### src/rtl/mul_pkg.sv
// Shared types and width helpers for the sequential N x M multiplier.
//   mul_state_e : controller state encoding (IDLE, RUN, DONE)
//   cnt_width   : width of the step counter for a given multiplier width
//   prod_width  : width of the exact product for given operand widths
package mul_pkg;

    typedef enum logic [1:0] {
        IDLE = 2'd0,
        RUN  = 2'd1,
        DONE = 2'd2
    } mul_state_e;

    function automatic int cnt_width(input int b_w);
        return $clog2(b_w + 1);
    endfunction

    function automatic int prod_width(input int a_w, input int b_w);
        return a_w + b_w;
    endfunction

endpackage

### src/rtl/mul_pp_step.sv
// One shift-add step of the multiplier (purely combinational).
// Ports:
//   acc_i    : current accumulator
//   a_ext_i  : multiplicand, already sign/zero extended to product width
//   idx_i    : multiplier bit index of this step (shift amount)
//   bit_i    : multiplier bit value for this step
//   signed_i : operands are two's complement
//   last_i   : this is the MSB step of the multiplier
//   acc_o    : accumulator after this step
module mul_pp_step #(
    parameter int P_W   = 7,
    parameter int IDX_W = 2
) (
    input  logic [P_W-1:0]   acc_i,
    input  logic [P_W-1:0]   a_ext_i,
    input  logic [IDX_W-1:0] idx_i,
    input  logic             bit_i,
    input  logic             signed_i,
    input  logic             last_i,
    output logic [P_W-1:0]   acc_o
);

    logic [P_W-1:0] pp;

    always_comb begin
        pp    = a_ext_i << idx_i;
        acc_o = acc_i;
        if (bit_i) begin
            // The signed multiplier MSB weighs -2^(B_W-1), so its partial
            // product is subtracted rather than added.
            if (signed_i && last_i) begin
                acc_o = acc_i - pp;
            end else begin
                acc_o = acc_i + pp;
            end
        end
    end

endmodule

### src/rtl/seq_multiplier_nxm.sv
// Sequential shift-add multiplier, A_W x B_W -> A_W+B_W, one multiplier bit
// per clock, unsigned or two's complement selected per transaction.
// Ports:
//   clk, rst             : clock, synchronous active-high reset
//   in_valid / in_ready  : operand handshake (in_ready only in IDLE)
//   a, b, is_signed      : operands and mode, captured on accept
//   out_valid / out_ready: product handshake (out_valid only in DONE)
//   p                    : registered product, held until the next result
//
// state | meaning
// IDLE  | waiting for operands, in_ready high
// RUN   | accumulating one partial product per cycle for B_W cycles
// DONE  | product valid on p, waiting for out_ready
module seq_multiplier_nxm
    import mul_pkg::*;
#(
    parameter int A_W = 4,
    parameter int B_W = 3
) (
    input  logic               clk,
    input  logic               rst,
    input  logic               in_valid,
    output logic               in_ready,
    input  logic [A_W-1:0]     a,
    input  logic [B_W-1:0]     b,
    input  logic               is_signed,
    output logic               out_valid,
    input  logic               out_ready,
    output logic [A_W+B_W-1:0] p
);

    localparam int P_W   = prod_width(A_W, B_W);
    localparam int CNT_W = cnt_width(B_W);
    localparam logic [CNT_W-1:0] LAST_REM = CNT_W'(B_W - 1);

    mul_state_e       state_q;
    logic [A_W-1:0]   a_q;
    logic [B_W-1:0]   b_q;
    logic             sgn_q;
    logic [P_W-1:0]   acc_q;
    logic [P_W-1:0]   acc_d;
    logic [P_W-1:0]   p_q;
    logic [CNT_W-1:0] rem_q;

    logic [P_W-1:0]   a_ext;
    logic [CNT_W-1:0] idx;
    logic             last;

    // rem_q counts remaining steps down to zero; the bit index is derived
    // from it. b_q is shifted right each step so its LSB is the current bit.
    always_comb begin
        a_ext = {{B_W{sgn_q & a_q[A_W-1]}}, a_q};
        idx   = LAST_REM - rem_q;
        last  = (rem_q == '0);
    end

    mul_pp_step #(
        .P_W  (P_W),
        .IDX_W(CNT_W)
    ) u_step (
        .acc_i   (acc_q),
        .a_ext_i (a_ext),
        .idx_i   (idx),
        .bit_i   (b_q[0]),
        .signed_i(sgn_q),
        .last_i  (last),
        .acc_o   (acc_d)
    );

    always_ff @(posedge clk) begin
        if (rst) begin
            state_q <= IDLE;
            a_q     <= '0;
            b_q     <= '0;
            sgn_q   <= 1'b0;
            acc_q   <= '0;
            rem_q   <= '0;
            p_q     <= '0;
        end else begin
            case (state_q)
                IDLE: begin
                    if (in_valid) begin
                        a_q     <= a;
                        b_q     <= b;
                        sgn_q   <= is_signed;
                        acc_q   <= '0;
                        rem_q   <= LAST_REM;
                        state_q <= RUN;
                    end
                end
                RUN: begin
                    acc_q <= acc_d;
                    b_q   <= b_q >> 1;
                    if (last) begin
                        p_q     <= acc_d;
                        state_q <= DONE;
                    end else begin
                        rem_q <= rem_q - CNT_W'(1);
                    end
                end
                DONE: begin
                    if (out_ready) begin
                        state_q <= IDLE;
                    end
                end
                default: state_q <= IDLE;
            endcase
        end
    end

    assign in_ready  = (state_q == IDLE);
    assign out_valid = (state_q == DONE);
    assign p         = p_q;

endmodule

### config.mk
export PLATFORM = sky130hd
export DESIGN_NAME = seq_multiplier_nxm
export DESIGN_NICKNAME = d
export VERILOG_FILES = /design/src/rtl/mul_pkg.sv /design/src/rtl/mul_pp_step.sv /design/src/rtl/seq_multiplier_nxm.sv
export SDC_FILE = /design/constraint.sdc
export NUM_CORES = 1
export LEC_CHECK = 0
export CAP_MARGIN = 10
export CORE_MARGIN = 4
export CORE_UTILIZATION = 47
export DETAILED_ROUTE_END_ITERATION = 8
export PLACE_DENSITY = 0.72
export SYNTH_ARGS = -nofsm -noshare
export SYNTH_HDL_FRONTEND = slang
export SYNTH_SLANG_ARGS = --single-unit
### constraint.sdc
create_clock -name clk -period 4.2 [get_ports clk]
set_input_delay 0.84 -clock clk [delete_from_list [all_inputs] [get_ports clk]]
set_output_delay 0.84 -clock clk [all_outputs]
set_load 0.03 [all_outputs]
==> impl_metrics.py, run 1 <==
metrics = {
    "route": {
        "vias": 1532,
        "vias_per_cell": 5.65,
        "antenna_left": 0,
        "first_pass_iters": 4,
        "drtIter0Drc": 86,
        "drt_drc_violations_left": 0,
        "postRouteWirelength_um": 3590,
        "routedWlPerCell_um": 13.3,
    },
    "run": {
        "drv_cap": 0,
    },
    "timing": {
        "slew_viol_final": 0,
        "worst_slew_pin_slew_ns": 0.643,
        "setup_violations": 0,
        "finClkSkew_ns": 0.0147,
        "setup_tns_ns": 0,
        "finalCritPeriodShare": 0.873,
        "fmax_ghz": 0.273,
        "finalHoldViolations": 0,
        "finalCriticalPeriod_ns": 3.67,
        "relSlewSlack": 0.570,
        "whs_ns": 0.464,
        "rsz0062_at_grt": "no",
        "worst_slack_ns": 0.535,
    },
    "clocking": {
        "cts_buffers": 3,
        "postCtsSetupBuffers": 0,
        "ctsHtreeMaxLevel": 1,
        "cts-resized-gates": 0,
        "cts-root-buf": "clkbuf_4",
        "cts_buffer_depth": 2,
        "cts_tree": "done",
        "insertion_delay_ns": 0.33,
        "clock_sinks": 26,
        "postCtsHoldBufs": 0,
        "clk_pin_slew_ns": 0.16,
    },
    "placed_design": {
        "place_hpwl_um": 2670,
        "post-place-ws_ns": 0.561,
        "gp_congestion": 0.897,
        "portBuffers": 20,
    },
    "synth": {
        "synth_area_leaders": "dfxtp_1, a21oi_1, nand2_1, ha_1, nor2_1",
        "synth_top_area_frac": 0.319,
        "synth_seq_cells": 26,
        "synth_area_per_cell_um2": 7.89,
        "synth_seq_area_share": 0.319,
        "synth.cell_area_um2": 1630,
        "synth_fp_nets": 228,
        "synth_edf_count": 0,
        "yosysMostFrequentCell": "nand2_1",
        "synth_ff_type": "dfxtp_1",
        "async_flop_share": 0,
        "synth_common_cells": "nand2_1, a21oi_1, dfxtp_1",
        "synth_top_area_cell": "dfxtp_1",
        "synthCells": 207,
        "yosys_warnings": 0,
        "ys_types": 45,
    },
    "power": {
        "p_leak_uw": 0.000703,
        "irDropWorstVdd_v": 0.000211,
        "powerDensity_nw_per_um2": 378,
    },
    "critical_path": {
        "reg2reg_to": "p[6]",
        "cp.required_ns": 4.46,
        "critical_path_peak_fanout": 12,
        "cp-end-kind": "register",
        "crit_type": "register to register",
        "ff2ff_path_depth": 13,
        "r2r_slack_ns": 0.53,
        "cp.arrival_ns": 3.93,
        "cp-start-kind": "register",
        "reg2reg_from": "rem_q[0]",
    },
    "floorplanning": {
        "dieArea_um2": 4480,
        "start_util": 0.490,
        "die_height_um": 67.0,
        "io_pins": 21,
        "core_um2": 3340,
        "die_x_um": 67.0,
        "num_rows": 21,
    },
    "finish": {
        "fin_util": 0.577,
        "diodes": 0,
        "seq_area_um2": 520,
        "num-fill-cells": 325,
        "drive_above_1_share": 0.0756,
        "nets": 247,
        "multi_input_area_um2": 1040,
        "area_growth_pct": 17.8,
    },
    "status": {
        "status": "finished, final reports clean",
    },
    "min_path": {
        "whs_path_depth": 2,
        "hp-start": "p[0]",
        "holdPathEnd": "p[0]",
        "min_path_type": "register to register",
    },
    "global_route": {
        "grt_pass1_vias": 1298,
        "antenna_found_initial": 0,
        "grt-ovfl-total": 0,
        "track_usage": 0.174,
        "grt_max_degree": 29,
        "grt_pass1_wl_um": 5990,
    },
}
-- logic make-up (layout without fill, tap and decap cells) --
group | Yosys count | count (layout) | share of synthesized area
AO/OA/AOI/OAI | 61 | 61 | 0.249
XOR/XNOR | 6 | 6 | 0.0414
adder cells (fa/ha/maj) | 9 | 9 | 0.0735
buffers and inverters | 18 | 36 | 0.0459
flip-flops | 26 | 26 | 0.319
multiplexers | 6 | 6 | 0.0459
AND/OR/NAND/NOR | 81 | 81 | 0.226
-- cell type report --
cell class / count / share of cell area
multi-input cells: 163 / 0.539
flip-flops and latches: 26 / 0.270
repair buffers: 23 / 0.116
well taps: 46 / 0.0299
inverters: 9 / 0.0175
clock inverters: 1 / 0.0156
clock buffers: 3 / 0.0117
-- where the power goes --
| group | internal, uW | switching (uW) |
|---|---|---|
| clock network | 96.6 | 80.6 |
| logic | 128 | 146 |
| registers | 261 | 15.1 |
-- layout by cell type (no fill, tap or decap), types with 2 or more instances in the layout --
cell	netlist	final
nand2_1	29	29
a21oi_1	26	26
dfxtp_1	26	26
nor2_1	25	25
clkdlybuf4s50_1	0	20
o21ai_0	9	9
inv_1	8	8
ha_1	8	8
nand3_1	6	6
nand2b_1	5	5
nor3_1	5	5
nor2b_1	4	4
a211oi_1	4	4
a22oi_1	3	3
xnor2_1	3	3
o21a_1	3	3
mux2i_1	3	3
clkbuf_4	0	3
buf_4	0	3
mux2_2	2	2
o31ai_1	2	2
xor2_1	2	2
or4b_2	2	2
-- routing by layer --
layer	global-route usage	share of wire	vias up
li1	-	-	773
met1	0.249	0.49	725
met2	0.265	0.46	32
met3	0.0253	0.041	2
met4	0.0557	0.0067	0
met5	0	0	-
-- worst max path at each step --
stage	start	to	cells after the start
after global routing	rem_q[0]	p[6]	13
after global placement	rem_q[0]	p[6]	13
final	rem_q[0]	p[6]	13
after detailed placement	rem_q[0]	p[6]	13
after CTS	rem_q[0]	p[6]	13
after floorplan	rem_q[0]	p[5]	14
-- sequential cells by signal (all words and copies together), names as in the netlist --
name / flops
sgn_q: 1
p: 7
state_q: 2
acc_q: 7
rem_q: 2
a_q: 4
b_q: 3
-- through the flow --
stage	total power, uW	instances	instance area [um2]
after floorplan	490	207	1630
after global placement	550	267	1870
after detailed placement	554	267	1870
after CTS	732	271	1930
after global routing	773	271	1930
final	728	271	1930
-- worst max-delay path, cell delays in order, from the launching register on --
cell and delay, ns:
dfxtp_1 0.35, inv_1 0.13, ha_1 0.52, mux2_2 0.41, a2111oi_4 0.39, a21oi_1 0.09
xnor2_1 0.14, ha_1 0.33, o21ai_0 0.12, o21bai_1 0.10, a21oi_1 0.18, xor3_1 0.28
or3_1 0.32, a311oi_1 0.24
Power figures use the tool's default switching activity.
==> inputs of run 2 (changes only) <==
--- a/config.mk
+++ b/config.mk
@@ -6,10 +6,12 @@
 export NUM_CORES = 1
 export LEC_CHECK = 0
 export CAP_MARGIN = 10
-export CORE_MARGIN = 4
-export CORE_UTILIZATION = 47
+export CELL_PAD_IN_SITES_DETAIL_PLACEMENT = 1
+export CELL_PAD_IN_SITES_GLOBAL_PLACEMENT = 1
+export CORE_MARGIN = 3
+export CORE_UTILIZATION = 40
 export DETAILED_ROUTE_END_ITERATION = 8
-export PLACE_DENSITY = 0.72
+export PLACE_DENSITY = 0.8
 export SYNTH_ARGS = -nofsm -noshare
 export SYNTH_HDL_FRONTEND = slang
 export SYNTH_SLANG_ARGS = --single-unit
==> impl_metrics.py, run 2 (synthesized netlist as in run 1, its figures left out) <==
metrics = {
    "finish": {
        "layout_commonest_cell": "nand2_1",
        "fin_area_um2": 1920,
        "final_cells": 272,
        "area_growth_pct": 17.3,
        "nets": 247,
        "drive_above_1_share": 0.0714,
        "diodes": 0,
        "layout_common_cells": "nand2_1, a21oi_1, dfxtp_1",
    },
    "power": {
        "powerDensity_nw_per_um2": 367,
        "p_total_uw": 703,
        "pwr-share-seq": 0.394,
        "power.net_switching_uw": 250,
        "p_sw_frac": 0.355,
        "pwr-share-clk": 0.204,
        "combPwrFrac": 0.402,
        "p_leak_uw": 0.000697,
        "irDropWorstVdd_v": 0.000126,
        "intPower_uw": 454,
    },
    "timing": {
        "slew_viol_final": 0,
        "rsz0062_at_grt": "no",
        "setup_violations": 0,
        "finalCriticalPeriod_ns": 3.77,
        "finalCritPeriodShare": 0.898,
        "setup_tns_ns": 0,
        "fmax_ghz": 0.265,
        "worst_slew_pin_slew_ns": 0.670,
        "finClkSkew_ns": 0.00664,
        "finalHoldViolations": 0,
        "relSlewSlack": 0.552,
    },
    "global_route": {
        "antenna_found_initial": 0,
        "grt_pass1_vias": 1617,
        "track_usage": 0.188,
        "grt_pass1_wl_um": 7540,
        "grt_max_degree": 29,
        "grt-ovfl-total": 0,
    },
    "clocking": {
        "cts_buffer_depth": 2,
        "postCtsHoldBufs": 0,
        "clk_pin_slew_ns": 0.09,
        "insertion_delay_ns": 0.27,
        "cts_tree": "done",
        "postCtsSetupBuffers": 0,
        "ctsHtreeMaxLevel": 1,
        "cts-root-buf": "clkbuf_8",
        "cts_buffers": 3,
        "cts-resized-gates": 0,
        "clock_sinks": 26,
    },
    "floorplanning": {
        "num_rows": 22,
        "dieArea_um2": 4890,
        "die_height_um": 69.9,
        "io_pins": 21,
        "start_util": 0.430,
        "core_um2": 3800,
        "die_x_um": 69.9,
    },
    "critical_path": {
        "crit_buf_inv": 1,
        "cp-start-kind": "register",
        "cp.arrival_ns": 3.95,
        "crit_type": "register to register",
        "path_cells": "inv_1, ha_1, mux2_2, a2111oi_4, a21oi_1, xnor2_1, ha_1, o21ai_0, o21bai_1, a21oi_1, xor3_1, or3_1, a311oi_1",
        "crit_family": "compound AO/OA/AOI/OAI gates",
        "cp_slowest_stage_delay_ns": 0.53,
        "cp.required_ns": 4.38,
        "slowest_stage": "ha_1",
        "cp-end-kind": "register",
        "critical_path_peak_fanout": 12,
    },
    "placed_design": {
        "post_dp_cell_area_um2": 1880,
        "place_hpwl_um": 3360,
        "dp.cells": 269,
        "gp_congestion": 0.858,
        "portBuffers": 20,
    },
    "route": {
        "routedWlPerCell_um": 16.0,
        "first_pass_iters": 4,
        "drt_drc_violations_left": 0,
        "vias": 1564,
        "vias_per_cell": 5.75,
        "drtIter0Drc": 64,
        "antenna_left": 0,
        "postRouteWirelength_um": 4350,
    },
    "run": {
        "drv_cap": 0,
    },
    "min_path": {
        "min_path_type": "register to register",
    },
    "status": {
        "status": "finished, final reports clean",
    },
}
==> run 2: power by group through the flow <==
| stage | sequential, uW | clock, uW | combinational [uW] |
|---|---|---|---|
| after global routing | 280 | 159 | 314 |
| after global placement | 281 | 0 | 268 |
| after CTS | 277 | 146 | 283 |
| after floorplan | 285 | 0 | 205 |
| after detailed placement | 283 | 0 | 281 |
| final | 277 | 143 | 283 |
==> run 2: metal layers <==
metal / vias to the layer above / wire length (um) / GRT usage
li1: 771 / - / -
met1: 760 / 2070 / 0.246
met2: 27 / 2110 / 0.323
met3: 6 / 124 / 0.0273
met4: 0 / 40 / 0.0447
met5: - / 0 / 0
==> run 2: worst min-delay path: stages (launching register included) <==
cell	delay, ns
dfxtp_1	0.32
nand2_1	0.05
a21oi_1	0.05
==> run 2: area by class of cell <==
cell class / instances / area, um2
fill: 485 / 1880
multi-input combinational: 163 / 1040
sequential: 26 / 520
timing repair buffer: 23 / 223
tap: 48 / 60.1
clock buffer: 3 / 41.3
inverter: 9 / 33.8
==> run 2: path summary, 6_finish.rpt <==
path / cells after the start / start / slack (ns) / endpoint
worst max-delay path: 13 / rem_q[0] / 0.43 / p[6]
worst min-delay path: 2 / p[0] / 0.46 / p[0]
worst max register to register: 13 / rem_q[0] / 0.43 / p[6]
worst min register to register: 2 / p[0] / 0.46 / p[0]
==> run 2: through the flow <==
stage | util | hold WS (ns) | worst slack (ns)
4_1_cts | 0.505 | 0.465 | 0.443
2_1_floorplan | - | 0.436 | 0.719
5_1_grt | 0.505 | 0.482 | 0.137
3_5_place_dp | 0.494 | 0.453 | 0.467
6_report | 0.505 | 0.455 | 0.429
3_3_place_gp | 0.494 | 0.439 | 0.674
==> inputs of run 3 (changes only) <==
--- a/config.mk
+++ b/config.mk
@@ -9,9 +9,10 @@
 export CELL_PAD_IN_SITES_DETAIL_PLACEMENT = 1
 export CELL_PAD_IN_SITES_GLOBAL_PLACEMENT = 1
 export CORE_MARGIN = 3
-export CORE_UTILIZATION = 40
+export CORE_UTILIZATION = 35
 export DETAILED_ROUTE_END_ITERATION = 8
-export PLACE_DENSITY = 0.8
+export PLACE_DENSITY = 0.72
+export SLEW_MARGIN = 25
 export SYNTH_ARGS = -nofsm -noshare
 export SYNTH_HDL_FRONTEND = slang
 export SYNTH_SLANG_ARGS = --single-unit
==> impl_metrics.py, run 3 (synthesized netlist as in run 1, its figures left out) <==
metrics = {
    "status": {
        "status": "finished, final reports clean",
    },
    "floorplanning": {
        "core_um2": 4440,
        "die_height_um": 74.3,
        "die_x_um": 74.3,
        "num_rows": 24,
        "dieArea_um2": 5520,
        "start_util": 0.368,
        "io_pins": 21,
    },
    "global_route": {
        "grt_pass1_wl_um": 7100,
        "grt_pass1_vias": 1470,
        "track_usage": 0.164,
        "grt-ovfl-total": 0,
        "antenna_found_initial": 0,
        "grt_max_degree": 29,
    },
    "critical_path": {
        "r2r_slack_ns": 0.46,
        "slowest_stage": "ha_1",
        "crit_type": "register to register",
        "crit_family": "compound AO/OA/AOI/OAI gates",
        "reg2reg_from": "rem_q[0]",
        "crit_buf_inv": 1,
        "ff2ff_path_depth": 13,
        "critical_path_peak_fanout": 12,
        "cp.arrival_ns": 3.93,
        "path_cells": "inv_1, ha_1, mux4_2, a2111oi_4, a21oi_1, xnor2_1, ha_1, o21ai_0, o21bai_1, a21oi_1, xor3_1, or3_1, a311oi_1",
        "cp.required_ns": 4.40,
        "cp_slowest_stage_delay_ns": 0.54,
        "cp-start-kind": "register",
        "cp-end-kind": "register",
        "reg2reg_to": "p[6]",
    },
    "route": {
        "drt_drc_violations_left": 0,
        "vias": 1521,
        "vias_per_cell": 5.49,
        "drtIter0Drc": 43,
        "first_pass_iters": 4,
        "postRouteWirelength_um": 4150,
        "antenna_left": 0,
        "routedWlPerCell_um": 15.0,
    },
    "min_path": {
        "min_path_type": "register to register",
        "whs_path_depth": 2,
        "hp-start": "p[3]",
        "holdPathEnd": "p[3]",
    },
    "placed_design": {
        "place_hpwl_um": 3050,
        "gp_congestion": 0.751,
        "post-place-ws_ns": 0.477,
        "portBuffers": 20,
    },
    "power": {
        "irDropWorstVdd_v": 0.000156,
        "p_leak_uw": 0.000711,
        "pwr-share-clk": 0.280,
        "powerDensity_nw_per_um2": 395,
        "combPwrFrac": 0.361,
        "intPower_uw": 517,
        "p_sw_frac": 0.330,
        "pwr-share-seq": 0.359,
        "p_total_uw": 772,
        "power.net_switching_uw": 254,
    },
    "finish": {
        "layout_commonest_cell": "nand2_1",
        "nets": 247,
        "seq_area_um2": 520,
        "num-fill-cells": 575,
        "multi_input_area_um2": 1040,
        "diodes": 0,
        "drive_above_1_share": 0.0756,
        "layout_common_cells": "nand2_1, a21oi_1, dfxtp_1",
        "area_growth_pct": 19.4,
    },
    "clocking": {
        "cts_buffers": 3,
        "cts-resized-gates": 0,
        "cts_buffer_depth": 2,
        "cts-root-buf": "clkbuf_8",
        "insertion_delay_ns": 0.28,
        "postCtsHoldBufs": 0,
        "clock_sinks": 26,
        "cts_tree": "done",
        "clk_pin_slew_ns": 0.10,
        "ctsHtreeMaxLevel": 1,
        "postCtsSetupBuffers": 0,
    },
    "timing": {
        "whs_ns": 0.459,
        "setup_tns_ns": 0,
        "fmax_ghz": 0.268,
        "finalCritPeriodShare": 0.890,
        "slew_viol_final": 0,
        "worst_slack_ns": 0.462,
        "finClkSkew_ns": 0.00735,
        "setup_violations": 0,
        "finalCriticalPeriod_ns": 3.74,
        "rsz0062_at_grt": "no",
        "finalHoldViolations": 0,
        "relSlewSlack": 0.525,
        "worst_slew_pin_slew_ns": 0.711,
    },
    "run": {
        "drv_cap": 0,
    },
}
## run 3: cell types whose count changed in the layout (fill, tap and decap cells not counted), sizes merged
cell	delta
bufinv	+1
## run 3: worst min-delay path: stages, from the launching register on
cell	delay [ns]
dfxtp_1	0.32
nand2_1	0.05
a21oi_1	0.05
## run 3: power groups by stage
stage	clock (uW)	sequential (uW)	combinational, uW
after floorplan	0	285	205
after global placement	0	282	274
after detailed placement	0	283	277
after CTS	221	277	280
after global routing	229	280	312
final	216	277	279
## run 3: cell type report
cell class	count	share of cell area
multi-input combinational	163	0.532
sequential	26	0.267
timing repair buffer	23	0.114
tap	52	0.0333
clock buffer	3	0.0212
inverter	9	0.0173
clock inverter	1	0.0154
## run 3: how the worst max path moves through the flow
stage | startpoint | to | depth (start not counted)
finish | rem_q[0] | p[6] | 13
global route | rem_q[0] | p[6] | 13
CTS | rem_q[0] | p[6] | 13
detailed placement | rem_q[0] | p[6] | 13
global placement | rem_q[0] | p[6] | 13
floorplan | rem_q[0] | p[5] | 14
## run 3: layer usage
metal,up-vias,global-route usage,wire (um)
li1,780,-,-
met1,713,0.239,2120
met5,-,0,0
met4,0,0.0415,70
met3,8,0.0284,109
met2,20,0.253,1860
## run 3: per-stage QoR
step           cell area (um2)  utilization  instances
6_report                  1950        0.439        277
5_1_grt                   1950        0.439        277
4_1_cts                   1950        0.439        277
3_5_place_dp              1880        0.423        273
3_3_place_gp              1880        0.423        273
2_1_floorplan             1630            -        207
